File: src/rtl/debug_overlay_renderer.sv
// debug_overlay_renderer: 3-stage pipelined VGA overlay that draws N = NUM_REGS+3
// labelled 16-bit hex rows (registers, PC, IR, ALU result) from per-frame shadow copies.
// Optional build macro OVERLAY_HIGHLIGHT_EN: per-row change detection and a highlight
// colour held for HOLD_FRAMES frames. Without it every lit pixel is FG_RGB.

// One overlay row: shadow value plus optional change-highlight counter.
module debug_overlay_row #(
  parameter int HOLD_FRAMES = 30
) (
  input  logic        clk,
  input  logic        rst,
  input  logic        frameStart,
  input  logic [15:0] newValue,
  output logic [15:0] shadow,
  output logic        hl
);
  // Snapshot the live value once per frame so the row never tears.
  always_ff @(posedge clk or negedge rst) begin
    if (!rst)            shadow <= '0;
    else if (frameStart) shadow <= newValue;
  end

`ifdef OVERLAY_HIGHLIGHT_EN
  logic [7:0] holdCnt;

  // Reload on change, otherwise count down to zero once per snapshot edge.
  always_ff @(posedge clk or negedge rst) begin
    if (!rst)                    holdCnt <= '0;
    else if (frameStart) begin
      if (newValue != shadow)    holdCnt <= 8'(HOLD_FRAMES);
      else if (holdCnt != 8'd0)  holdCnt <= holdCnt - 8'd1;
    end
  end

  assign hl = |holdCnt;
`else
  assign hl = 1'b0;
`endif
endmodule

module debug_overlay_renderer #(
  parameter int          NUM_REGS    = 11,
  parameter int          X0          = 200,
  parameter int          Y0          = 80,
  parameter int          SCALE_LOG2  = 0,
  parameter logic [8:0]  FG_RGB      = 9'h1FF,
  parameter logic [8:0]  HL_RGB      = 9'h1C0,
  parameter int          HOLD_FRAMES = 30
) (
  input  logic                    clk,
  input  logic                    rst,
  input  logic [10:0]             x,
  input  logic [10:0]             y,
  input  logic                    frame_start,
  input  logic [16*NUM_REGS-1:0]  reg_values,
  input  logic [15:0]             pc,
  input  logic [15:0]             ir,
  input  logic [15:0]             cal_result,
  output logic [2:0]              r,
  output logic [2:0]              g,
  output logic [2:0]              b
);
  localparam int          N    = NUM_REGS + 3;
  localparam int          S    = SCALE_LOG2;
  localparam logic [10:0] X0L  = 11'(X0);
  localparam logic [10:0] Y0L  = 11'(Y0);
  localparam logic [11:0] XEND = 12'(X0 + 6 * (8 << S));
  localparam logic [11:0] YEND = 12'(Y0 + N * (16 << S));

  // 5x7 hex glyphs, row 0 in the top bits, column 0 as the MSB of each 5-bit row.
  function automatic logic [34:0] fontRom(input logic [3:0] nib);
    case (nib)
      4'h0: fontRom = 35'b11111_10001_10001_10001_10001_10001_11111;
      4'h1: fontRom = 35'b00100_01100_00100_00100_00100_00100_01110;
      4'h2: fontRom = 35'b11111_00001_00001_11111_10000_10000_11111;
      4'h3: fontRom = 35'b11111_00001_00001_11111_00001_00001_11111;
      4'h4: fontRom = 35'b10001_10001_10001_11111_00001_00001_00001;
      4'h5: fontRom = 35'b11111_10000_10000_11111_00001_00001_11111;
      4'h6: fontRom = 35'b11111_10000_10000_11111_10001_10001_11111;
      4'h7: fontRom = 35'b11111_00001_00010_00100_01000_01000_01000;
      4'h8: fontRom = 35'b11111_10001_10001_11111_10001_10001_11111;
      4'h9: fontRom = 35'b11111_10001_10001_11111_00001_00001_11111;
      4'hA: fontRom = 35'b01110_10001_10001_11111_10001_10001_10001;
      4'hB: fontRom = 35'b11110_10001_10001_11110_10001_10001_11110;
      4'hC: fontRom = 35'b11111_10000_10000_10000_10000_10000_11111;
      4'hD: fontRom = 35'b11110_10001_10001_10001_10001_10001_11110;
      4'hE: fontRom = 35'b11111_10000_10000_11110_10000_10000_11111;
      default: fontRom = 35'b11111_10000_10000_11110_10000_10000_10000;
    endcase
  endfunction

  logic [N-1:0][15:0] liveVals, shadowVals;
  logic [N-1:0]       hlRow;

  assign liveVals = {cal_result, ir, pc, reg_values};

  for (genvar i = 0; i < N; i++) begin : gRow
    debug_overlay_row #(.HOLD_FRAMES(HOLD_FRAMES)) uRow (
      .clk        (clk),
      .rst        (rst),
      .frameStart (frame_start),
      .newValue   (liveVals[i]),
      .shadow     (shadowVals[i]),
      .hl         (hlRow[i])
    );
  end

  // ---------------- S1: region test and cell coordinates ----------------
  logic [2:1]  vldPipe;
  logic        inRegion;
  logic [10:0] dx, dy;
  logic [3:0]  s1Row, s1Gy;
  logic [2:0]  s1Col, s1Gx;

  // x<X0 / y<Y0 are rejected before the wrapped offsets can matter.
  always_comb begin
    dx       = x - X0L;
    dy       = y - Y0L;
    inRegion = (x >= X0L) && ({1'b0, x} < XEND) && (y >= Y0L) && ({1'b0, y} < YEND)
               && (x < 11'd640) && (y < 11'd480);
  end

  // Register region flag, row/column and in-cell glyph coordinates.
  always_ff @(posedge clk or negedge rst) begin
    if (!rst) begin
      vldPipe[1] <= 1'b0;
      s1Col <= '0; s1Row <= '0; s1Gx <= '0; s1Gy <= '0;
    end else begin
      vldPipe[1] <= inRegion;
      s1Col      <= 3'(dx >> (3 + S));
      s1Row      <= 4'(dy >> (4 + S));
      s1Gx       <= 3'(dx >> S);
      s1Gy       <= 4'(dy >> S);
    end
  end

  // ---------------- S2: character select and colour select ----------------
  logic [15:0] curVal;
  logic [3:0]  selNib;
  logic        window;
  logic        s2On, s2Hl;
  logic [3:0]  s2Nib;
  logic [2:0]  s2Fx, s2Fy;

  // Column 0 is the row label (reg index, or C/D/E), column 1 blank, 2..5 the nibbles.
  always_comb begin
    curVal = shadowVals[s1Row];
    window = (s1Gx >= 3'd1) && (s1Gx <= 3'd5) && (s1Gy >= 4'd4) && (s1Gy <= 4'd10);
    selNib = 4'h0;
    case (s1Col)
      3'd0:    selNib = (s1Row < 4'(NUM_REGS)) ? s1Row : 4'(s1Row + 4'(12 - NUM_REGS));
      3'd2:    selNib = curVal[15:12];
      3'd3:    selNib = curVal[11:8];
      3'd4:    selNib = curVal[7:4];
      3'd5:    selNib = curVal[3:0];
      default: selNib = 4'h0;
    endcase
  end

  // Font coordinates are zeroed outside the glyph window to keep the ROM index in range.
  always_ff @(posedge clk or negedge rst) begin
    if (!rst) begin
      vldPipe[2] <= 1'b0;
      s2On <= 1'b0; s2Hl <= 1'b0; s2Nib <= '0; s2Fx <= '0; s2Fy <= '0;
    end else begin
      vldPipe[2] <= vldPipe[1];
      s2On       <= window && (s1Col != 3'd1);
      s2Hl       <= hlRow[s1Row];
      s2Nib      <= selNib;
      s2Fx       <= window ? (s1Gx - 3'd1) : 3'd0;
      s2Fy       <= window ? 3'(s1Gy - 4'd4) : 3'd0;
    end
  end

  // ---------------- S3: font lookup and output colour ----------------
  logic [34:0] glyph;
  logic [5:0]  bitIdx;
  logic        lit;
  logic [8:0]  colour;

  always_comb begin
    glyph  = fontRom(s2Nib);
    bitIdx = 6'd34 - (6'(s2Fy) * 6'd5 + 6'(s2Fx));
    lit    = vldPipe[2] && s2On && glyph[bitIdx];
    colour = s2Hl ? HL_RGB : FG_RGB;
  end

  // Registered pixel colour; unlit and out-of-region pixels are black.
  always_ff @(posedge clk or negedge rst) begin
    if (!rst) {r, g, b} <= 9'd0;
    else      {r, g, b} <= lit ? colour : 9'd0;
  end
endmodule
File: config.mk
export PLATFORM = sky130hd
export DESIGN_NAME = debug_overlay_renderer
export DESIGN_NICKNAME = d
export VERILOG_FILES = /design/src/rtl/debug_overlay_renderer.sv
export SDC_FILE = /design/constraint.sdc
export NUM_CORES = 1
export LEC_CHECK = 0
export CAP_MARGIN = 25
export CORE_UTILIZATION = 53
export DETAILED_ROUTE_END_ITERATION = 12
export MAX_ROUTING_LAYER = met4
export PLACE_DENSITY = 0.86
export SLEW_MARGIN = 20
export SYNTH_ARGS = -nofsm -noshare
export SYNTH_HDL_FRONTEND = slang
export SYNTH_HIERARCHICAL = 1
export SYNTH_SLANG_ARGS = --single-unit
File: constraint.sdc
create_clock -name clk -period 3.6 [get_ports clk]
set_input_delay 0.9 -clock clk [delete_from_list [all_inputs] [get_ports clk]]
set_output_delay 0.9 -clock clk [all_outputs]
set_load 0.02 [all_outputs]
; After elaboration in Yosys (flattened, before gate mapping)
; Memories as Yosys holds them, arrays and structs flattened. A register that Yosys moved wholly into a read port is not among the register bits.
; Cells that the tools add are included.
[word_totals]
regBits = 260
mem_bits_ro = 512
out_inout_bits = 9
word_cells = 78
memories = 2
[op_classes]
n_addsub = 7
n_mul = 1
magnitude_cmp = 13
n_eq_ne = 5
muxes = 10
reduce_logical = 13
[memory_table]
columns = memory, words, word_bits, read_ports, rd_ports_with_merged_regs, wr, line
row1 = (no name shown), 16, 31, 1, 0, 0, 72  ; case (nib)
row2 = (no name shown), 16, 1, 1, 1, 0, 168  ; s2Hl <= hlRow[s1Row];
[ops]
columns = operator, count
row1 = 16-bit binary-select mux with 4-bit select, 1
row2 = "11-bit by 9-bit less-than comparator with 1-bit output, second input constant", 2
row3 = 4-bit one-hot mux with 5 select lines, 1
row4 = 16-bit two-way mux, 1
row5 = "11-bit by 7-bit greater-or-equal comparator with 1-bit output, second input constant", 1
row6 = "11-bit by 8-bit greater-or-equal comparator with 1-bit output, second input constant", 1
row7 = 1-bit logical AND, 11
row8 = "11-bit by 10-bit less-than comparator with 1-bit output, second input constant", 1
row9 = "11-bit by 8-bit less-than comparator with 1-bit output, second input constant", 1
row10 = 9-bit two-way mux, 1
row11 = "8-bit by 7-bit subtractor with 8-bit output, second input constant", 1
row12 = "6-bit by 7-bit less-than comparator with 1-bit output, second input constant", 1
row13 = 6-bit by 3-bit adder with 6-bit output, 1
row14 = 1-bit binary-select mux with 6-bit select, 1
row15 = "3-bit by 2-bit == test with 1-bit output, second input constant", 2
row16 = "3-bit == test, second input constant", 2
row17 = "3-bit by 3-bit multiplier with 6-bit output, second input constant", 1
row18 = 3-bit two-way mux, 2
row19 = 6-bit two-way mux, 1
row20 = "6-bit by 4-bit subtractor with 6-bit output, second input constant", 1
row21 = "6-bit subtractor, first input constant", 1
row22 = "4-bit by 5-bit less-than comparator with 1-bit output, second input constant", 1
row23 = "4-bit by 1-bit adder with 4-bit output, second input constant", 1
row24 = "4-bit by 3-bit greater-or-equal comparator with 1-bit output, second input constant", 1
row25 = 11 further kinds, 11

; Longest topological paths before layout
; Gate-level depths: netlist (run 1).
[logic_depth]
word_depth = 7
ltp_mapped = 11
ltp_nobuf = 11

; Cells and area by module
; The synthesis (run 1) kept the hierarchy.
[modules_own_cells]
columns = module, n_inst, cells_each, area_each_um2, seq_area_each_um2
row1 = debug_overlay_row, 14, 36, 660.6, 400.4
row2 = debug_overlay_renderer, 1, 396, 4161.5, 750.7

; Worst setup path after synthesis (run 1)
; OpenSTA, ideal clock, no wires.
[synth_path]
path_type = register to register
startpoint = register s2Fx[2]
endpoint = register b[1]
arrival_time_ps = 2569
required_time_ps = 3518
slack_ps = 949
stages_incl_launch_ff = 12
synth_period_minus_slack_ps = 2651
path_cell_list = dfrtp_1 ha_1 ha_1 inv_1 ha_1 fa_1 nor2_1 nand3b_1 a2111o_1 o21ai_0 nand4_1 a31oi_1
[synth_via]
elab_chain_len = 6
[synth_lines]
columns = element, line
row1 = "start, declared", 143  ; logic [2:0] s2Fx, s2Fy;
row2 = "start signal, assigned", 170  ; s2Fx <= window ? (s1Gx - 3'd1) : 3'd0;
row3 = 6-bit by 3-bit adder with 6-bit output, 183  ; bitIdx = 6'd34 - (6'(s2Fy) * 6'd5 + 6'(s2Fx));
row4 = 6-bit subtractor, 183
row5 = 1-bit binary-select mux with 6-bit select, 184  ; lit = vldPipe[2] && s2On && glyph[bitIdx];
row6 = 1-bit two-way mux (implied by the code), 184
row7 = 1-bit logical AND, 184
row8 = 9-bit two-way mux, 191  ; else {r, g, b} <= lit ? colour : 9'd0;
row9 = "end signal, assigned", 191
row10 = "end, declared", 61  ; output logic [2:0] b
; No other way between the ends. The select of a mux whose other input is x is not followed.
; A chain may end at the register's enable or synchronous reset.

; Worst setup path after layout (run 1)
[layout_path]
startpoint = register s2Fy[0]
endpoint = register b[1]
[layout_via]
elab_chain_len = 7
[layout_lines]
columns = element, line
row1 = "start, declared", 143
row2 = "start signal, assigned", 171  ; s2Fy <= window ? 3'(s1Gy - 4'd4) : 3'd0;
row3 = 3-bit by 3-bit multiplier with 6-bit output, 183
row4 = 6-bit by 3-bit adder with 6-bit output, 183
row5 = 6-bit subtractor, 183
row6 = 1-bit binary-select mux with 6-bit select, 184
row7 = 1-bit two-way mux (implied by the code), 184
row8 = 1-bit logical AND, 184
row9 = 9-bit two-way mux, 191
; No other way between the ends. The select of a mux whose other input is x is not followed.

==> results of run 1 <==
-- metal layers --
metal	track usage, %	vias to the layer above
met2	40.22	308
li1	-	3691
met3	3.980	72
met4	9.348	0
met1	34.46	4211
met5	-	-
-- power by group --
| part | switching [W] | total [W] | internal [W] | leakage, nW |
|---|---|---|---|---|
| clock | 0.00113 | 0.00292 | 0.00180 | 0.446 |
| sequential | 0.000245 | 0.00338 | 0.00314 | 2.99 |
| combinational | 0.000656 | 0.00164 | 0.000980 | 3.83 |
-- path summary, 6_finish.rpt --
path                            cells after the start  slack (ns)  startpoint                       end
worst max-delay path                               11        0.67     s2Fy[0]                      b[1]
worst min-delay path                                0        0.35  vldPipe[1]                vldPipe[2]
worst max register to register                     11        0.67     s2Fy[0]                      b[1]
worst min register to register                      0        0.35  vldPipe[1]                vldPipe[2]
max in group asynchronous                           2        2.44         rst  gRow[13].uRow/shadow[14]
min in group asynchronous                           1        0.36         rst   gRow[11].uRow/shadow[1]
-- final cells by class --
class / count / share of cell area [%]
flip-flops and latches: 254 / 37.89
multi-input cells: 537 / 36.84
repair buffers: 271 / 16.61
clock buffers: 37 / 4.427
well taps: 324 / 2.415
clock inverters: 10 / 1.118
inverters: 30 / 0.6708
diodes: 2 / 0.02981
-- worst max-delay path, cell delays in order (launching register included) --
cell       delay, ns
dfrtp_1         0.38
ha_1            0.29
ha_1            0.28
inv_1           0.04
ha_1            0.22
fa_1            0.53
nor2_1          0.21
nand3b_1        0.10
a2111o_1        0.29
o21ai_0         0.14
o2111ai_1       0.20
a31oi_1         0.17
-- per-stage QoR --
| step | hold slack [ns] | instance area (µm²) |
|---|---|---|
| after floorplan | 0.3312 | 13410 |
| after global placement | 0.3330 | 15850 |
| after detailed placement | 0.3428 | 15850 |
| after CTS | 0.3569 | 16780 |
| after global routing | 0.3584 | 16780 |
| final | 0.3545 | 16790 |
-- synth_stat cells (2+ instances only) --
| master | count |
|---|---|
| o21ai_0 | 20 |
| o2111ai_1 | 2 |
| dfrtp_1 | 254 |
| a211o_1 | 2 |
| nor2b_1 | 5 |
| a311oi_1 | 2 |
| a21oi_1 | 16 |
| o21ai_1 | 2 |
| o311ai_0 | 2 |
| nand2_1 | 17 |
| fa_1 | 2 |
| mux2_4 | 140 |
| o211ai_1 | 2 |
| nor4_1 | 3 |
| nor3b_1 | 6 |
| buf_1 | 2 |
| and3_1 | 3 |
| mux4_2 | 58 |
| inv_1 | 30 |
| buf_2 | 9 |
| mux2_2 | 87 |
| a31oi_1 | 9 |
| ha_1 | 23 |
| nand2b_1 | 7 |
| buf_4 | 23 |
| xor2_1 | 4 |
| nand3_1 | 7 |
| a211oi_1 | 2 |
| a2111oi_0 | 3 |
| buf_12 | 14 |
| conb_1 | 14 |
| o32a_1 | 2 |
| nand3b_1 | 4 |
| nor2_1 | 28 |
| xnor2_1 | 5 |
| o31ai_1 | 2 |
| mux4_1 | 2 |
| buf_6 | 18 |
| o22ai_1 | 4 |
| clkbuf_1 | 13 |
| mux2i_1 | 26 |
| nor3_1 | 5 |
-- cell usage in the layout (no fill, tap or decap), types with 6 or more instances in the layout --
cell             count
buf_12               8
mux2i_1             26
dfrtp_1            252
mux2_4             140
nand2_1             17
nor3b_1              6
inv_1               30
mux4_2              58
clkbuf_16           27
nor2_1              28
buf_4                6
o21ai_0             20
a21oi_1             16
a31oi_1              9
clkbuf_1             7
ha_1                23
conb_1              14
mux2_2              87
nand3_1              7
clkdlybuf4s50_1    255
nand2b_1             7
-- cell families after synthesis --
logic type / after synthesis / synth area share (%)
flops: 254 / 47.40
simple gates: 91 / 3.406
xor+xnor: 9 / 0.5878
fa+ha+maj: 25 / 2.445
buf+inv: 109 / 6.484
mux: 313 / 35.05
compound gates: 85 / 4.236
other cells: 14 / 0.3919
-- state kept, by name, summed over array words and instances, names as in the netlist --
signal	count
gRow.uRow/shadow	224
s2Hl	1
s1Gy	4
s1Col	3
vldPipe	2
s1Row	4
r	1
b	1
s2Fx	3
s1Gx	3
s2Fy	3
s2On	1
s2Nib	4
==> flow_summary_export.csv, run 1 <==
group,metric,value,unit
run_status,status,"complete, no violations",
synth,syn_nets,1174,
worst_setup_path,critPathMaxFanout,5,
detailed_routing,antenna_left,0,
synth,synth_enable_flop_cells,0,
clock_tree,clock_sink_count,254,
timing,finClkSkew,0.008508,ns
layout,syn_to_final_growth,25.18,%
global_route,grt_use_total,25.79,%
timing,rsz0062_at_grt,"no",
global_route,grt_pass1_vias,8876,
synth,yosys.cell_types.count,63,
power,power_density,473.1,nW/µm²
global_route,grt_max_degree,88,
synth,avgSynthCellArea,14.90,µm²
clock_tree,cts_tree,"yes",
timing,slew_headroom,39.10,%
timing,tightest_slew,0.9135,ns
global_route,antenna_found_initial,1,
layout,drive_gt1_share,30.47,%
floorplanning,io-pin-count,258,
clock_tree,clock_latency,0.53,ns
clock_tree,cts_hold_buf,0,
detailed_routing,firstDrtPassIters,5,
worst_setup_path,worstSetupPathType,"reg -> reg",
synth,syn_area,13410,µm²
clock_tree,cts_setup_buffers,0,
worst_setup_path,cp.arrival,3.38,ns
timing,hold_violations,0,
layout,fin_nets,1395,
place,numPortBuffers,257,
detailed_routing,wl_met1,13380,µm
detailed_routing,drc,0,
clock_tree,ctsLongestPathBuffers,3,
clock_tree,clk_pin_slew,0.06,ns
floorplanning,fp.dieH,161.1,µm
detailed_routing,drtIter0Drc,518,
synth,yosysSeqAreaShare,47.40,%
detailed_routing,vias,8282,
layout,finalNonFillerCells,1465,
worst_hold_path,hold_path.class,"reg -> reg",
place,dpl.hpwl,22520,µm
timing,drv_slew,0,
layout,seq_area,6361,µm²
timing,max_freq,341.2,MHz
clock_tree,cts_resized,0,
power,p_total,0.007942,W
layout,multi_input_comb_area,6185,µm²
floorplanning,row_count,57,
synth,syn-instance-count,900,
floorplanning,coreArea,24530,µm²
detailed_routing,wl_met2,15480,µm
detailed_routing,wl,31640,µm
worst_setup_path,cp-end-kind,"register",
clock_tree,root_buffer,"clkbuf_16",
place,place_worst_setup_slack,0.7094,ns
synth,synth_area_leader_cell,"dfrtp_1",
timing,setup_tns,0,ns
synth,yosys-top-cells-area,"dfrtp_1 (47%), mux2_4 (16%), mux4_2 (9.7%), mux2_2 (7.3%), ha_1 (2.1%)",
power,p_leak,7.265,nW
detailed_routing,top_layer,"met4",
detailed_routing,routed_via_density,5.653,
power,peakVddDrop,0.3234,mV
detailed_routing,route.met3.wl,1715,µm
job,maxCapViolCount,0,
place,place_congestion,0.8424,
timing,period_minus_slack,2.931,ns
layout,finish.utilization,68.43,%
worst_setup_path,required,4.05,ns
floorplanning,die_x,161.1,µm
global_route,grt_pass1_wl,49910,µm
timing,period_share,81.42,%
floorplanning,dieArea,25940,µm²
worst_setup_path,start_kind,"register",
detailed_routing,wl_per_cell,21.60,µm
synth,synth-seq-cells,254,
place,dp.cells,1416,
clock_tree,cts-buffers-inserted,27,
synth,synthFlopType,"dfrtp_1",
clock_tree,h-tree-depth,1,
synth,synth_top_area_share,47.40,%
layout,fill_cells,1705,
synth,yosysWarnings,6,
timing,fin_ws,0.6688,ns
timing,setup_violations,0,
floorplanning,start_util,54.66,%
synth,synthArstFlopShare,100.0,%
global_route,grt_overflow_total,0,
Note: power is estimated with default switching activity, not from simulation.
==> run 2: changes to the inputs <==
==> constraint.sdc (replaced) <==
create_clock -name clk -period 2.71 [get_ports clk]
set_input_delay 0.6775 -clock clk [delete_from_list [all_inputs] [get_ports clk]]
set_output_delay 0.6775 -clock clk [all_outputs]
set_load 0.02 [all_outputs]
==> flow_summary_export.csv, run 2 (same netlist as run 1, synthesis figures left out) <==
group,metric,value,unit
clock_tree,h-tree-depth,1,
detailed_routing,top_layer,"met4",
detailed_routing,wl_met1,13250,µm
detailed_routing,wl_met2,16330,µm
layout,syn_to_final_growth,27.25,%
floorplanning,fp.dieH,161.1,µm
timing,period_minus_slack,2.710,ns
worst_setup_path,reg2reg_to,"b[1]",
detailed_routing,wl,32360,µm
detailed_routing,drtIter0Drc,504,
power,power_density,638.0,nW/µm²
run_status,status,"finished, violations left",
layout,finalNonFillerCells,1488,
clock_tree,cts-buffers-inserted,27,
floorplanning,io-pin-count,258,
clock_tree,cts_tree,"yes",
worst_setup_path,critPathSlowestCell,"fa_1",
worst_setup_path,path_buf_inv,2,
worst_setup_path,r2r_cells,11,
worst_setup_path,max_stage_delay,0.56,ns
layout,finish.instance_area,17070,µm²
floorplanning,coreArea,24530,µm²
clock_tree,root_buffer,"clkbuf_16",
layout,multi_input_comb_area,6252,µm²
worst_setup_path,crit_family,"adder cells",
global_route,grt_overflow_total,0,
floorplanning,die_x,161.1,µm
detailed_routing,antenna_left,0,
global_route,grt_pass1_wl,51520,µm
detailed_routing,firstDrtPassIters,4,
worst_setup_path,rrSetupSlack,-0.0005,ns
detailed_routing,drc,0,
timing,finClkSkew,0.01364,ns
worst_setup_path,cp-end-kind,"register",
global_route,grt_pass1_vias,9108,
detailed_routing,routed_via_density,5.608,
timing,holdWs,0.1105,ns
power,p_leak,7.408,nW
layout,largest-register,"gRow.uRow/shadow",
timing,hold_violations,0,
timing,setup_violations,1,
timing,tightest_slew,0.6318,ns
timing,period_share,100.0,%
place,dp.cells,1432,
worst_setup_path,crit_top_cell,"ha_1",
worst_setup_path,cp_cell_sequence,"ha_1 -> ha_1 -> inv_2 -> ha_4 -> fa_1 -> buf_6 -> nor2b_4 -> and3_4 -> a311oi_2 -> o2111ai_2 -> a31oi_1",
place,place_congestion,0.8325,
place,dpl.hpwl,22720,µm
worst_setup_path,critPathMaxFanout,3,
timing,drv_slew,0,
layout,largest_reg_flops,224,
clock_tree,clock_latency,0.53,ns
floorplanning,start_util,54.66,%
floorplanning,row_count,57,
timing,slew_headroom,57.88,%
worst_setup_path,cp.arrival,3.16,ns
clock_tree,clk_pin_slew,0.07,ns
layout,drive_gt1_share,32.87,%
run_status,violations,"negative setup slack",
detailed_routing,route.met3.wl,1996,µm
worst_setup_path,required,3.16,ns
layout,mostFrequentLayoutCells,"clkdlybuf4s50_1 (255), dfrtp_1 (252), mux2_4 (140), mux2_2 (87), mux4_2 (58)",
timing,fin_ws,-0.0004972,ns
detailed_routing,vias,8345,
worst_setup_path,start_kind,"register",
floorplanning,dieArea,25940,µm²
worst_hold_path,hold_path.class,"in -> async",
layout,seq_area,6361,µm²
worst_setup_path,worstSetupPathType,"reg -> reg",
job,maxCapViolCount,0,
timing,max_freq,368.9,MHz
global_route,antenna_found_initial,5,
layout,final_common_cell,"clkdlybuf4s50_1",
clock_tree,cts_hold_buf,0,
layout,fill_cells,1612,
place,place_worst_setup_slack,-0.02133,ns
power,peakVddDrop,0.4841,mV
global_route,grt_max_degree,83,
layout,fin_nets,1414,
place,place_area,15970,µm²
detailed_routing,wl_per_cell,21.75,µm
clock_tree,clock_sink_count,254,
global_route,grt_use_total,26.54,%
timing,rsz0062_at_grt,"yes",
worst_setup_path,reg2reg_from,"s2Fy[0]",
clock_tree,ctsLongestPathBuffers,3,
place,numPortBuffers,257,
[run 2: metrics by stage]
step | util (%) | setup TNS [ns] | power (W)
CTS | 69.16 | 0 | 0.01086
finish | 69.56 | -0.0004972 | 0.01089
detailed placement | 65.10 | -0.02133 | 0.006734
global route | 69.56 | -0.2126 | 0.01132
floorplan | - | 0 | 0.005897
global placement | 65.10 | 0 | 0.006670
[run 2: cell type report]
| cell class | instances | area share, % |
|---|---|---|
| flip-flops and latches | 254 | 37.28 |
| multi-input cells | 537 | 36.64 |
| repair buffers | 290 | 17.22 |
| clock buffers | 38 | 4.553 |
| well taps | 324 | 2.376 |
| clock inverters | 10 | 1.210 |
| inverters | 30 | 0.6599 |
| diodes | 5 | 0.07332 |
[run 2: how the worst max path moves through the flow]
stage          slack [ns]  depth (start not counted)  endpoint     from
2_1_floorplan        0.06                         11      b[1]  s2Fx[2]
3_3_place_gp         0.04                         11      b[1]  s2Fx[2]
3_5_place_dp        -0.02                         11      b[1]  s2Fy[0]
4_1_cts            0.0006                         11      b[1]  s2Fy[0]
5_1_grt             -0.13                         11      b[1]  s2Fy[0]
6_report          -0.0005                         11      b[1]  s2Fy[0]
[run 2: timing repair]
| item | in CTS | in global routing |
|---|---|---|
| setup endpoints to repair | 1 | 2 |
| pin swaps | 1 | 12 |
| setup buffers | 0 | 3 |
| gates resized for setup | 4 | 13 |
[run 2: report_power, final]
part	switching, W	total (W)	internal, W
Clock	0.00152	0.00408	0.00256
Combinational	0.000935	0.00234	0.00140
Sequential	0.000299	0.00447	0.00417
[run 2: layer usage]
metal | global-route usage, % | vias to the layer above
met1 | 33.69 | 4288
met5 | - | -
met4 | 8.405 | 0
li1 | - | 3732
met2 | 42.71 | 275
met3 | 5.675 | 50
==> run 3: changes to the inputs <==
--- a/config.mk
+++ b/config.mk
@@ -7,6 +7,7 @@
 export LEC_CHECK = 0
 export CAP_MARGIN = 25
 export CORE_UTILIZATION = 53
+export CTS_CLUSTER_DIAMETER = 80
 export DETAILED_ROUTE_END_ITERATION = 12
 export MAX_ROUTING_LAYER = met4
 export PLACE_DENSITY = 0.86
==> results of run 3 <==
Same layout as run 2: the final DEF is identical, and so are final timing and power.
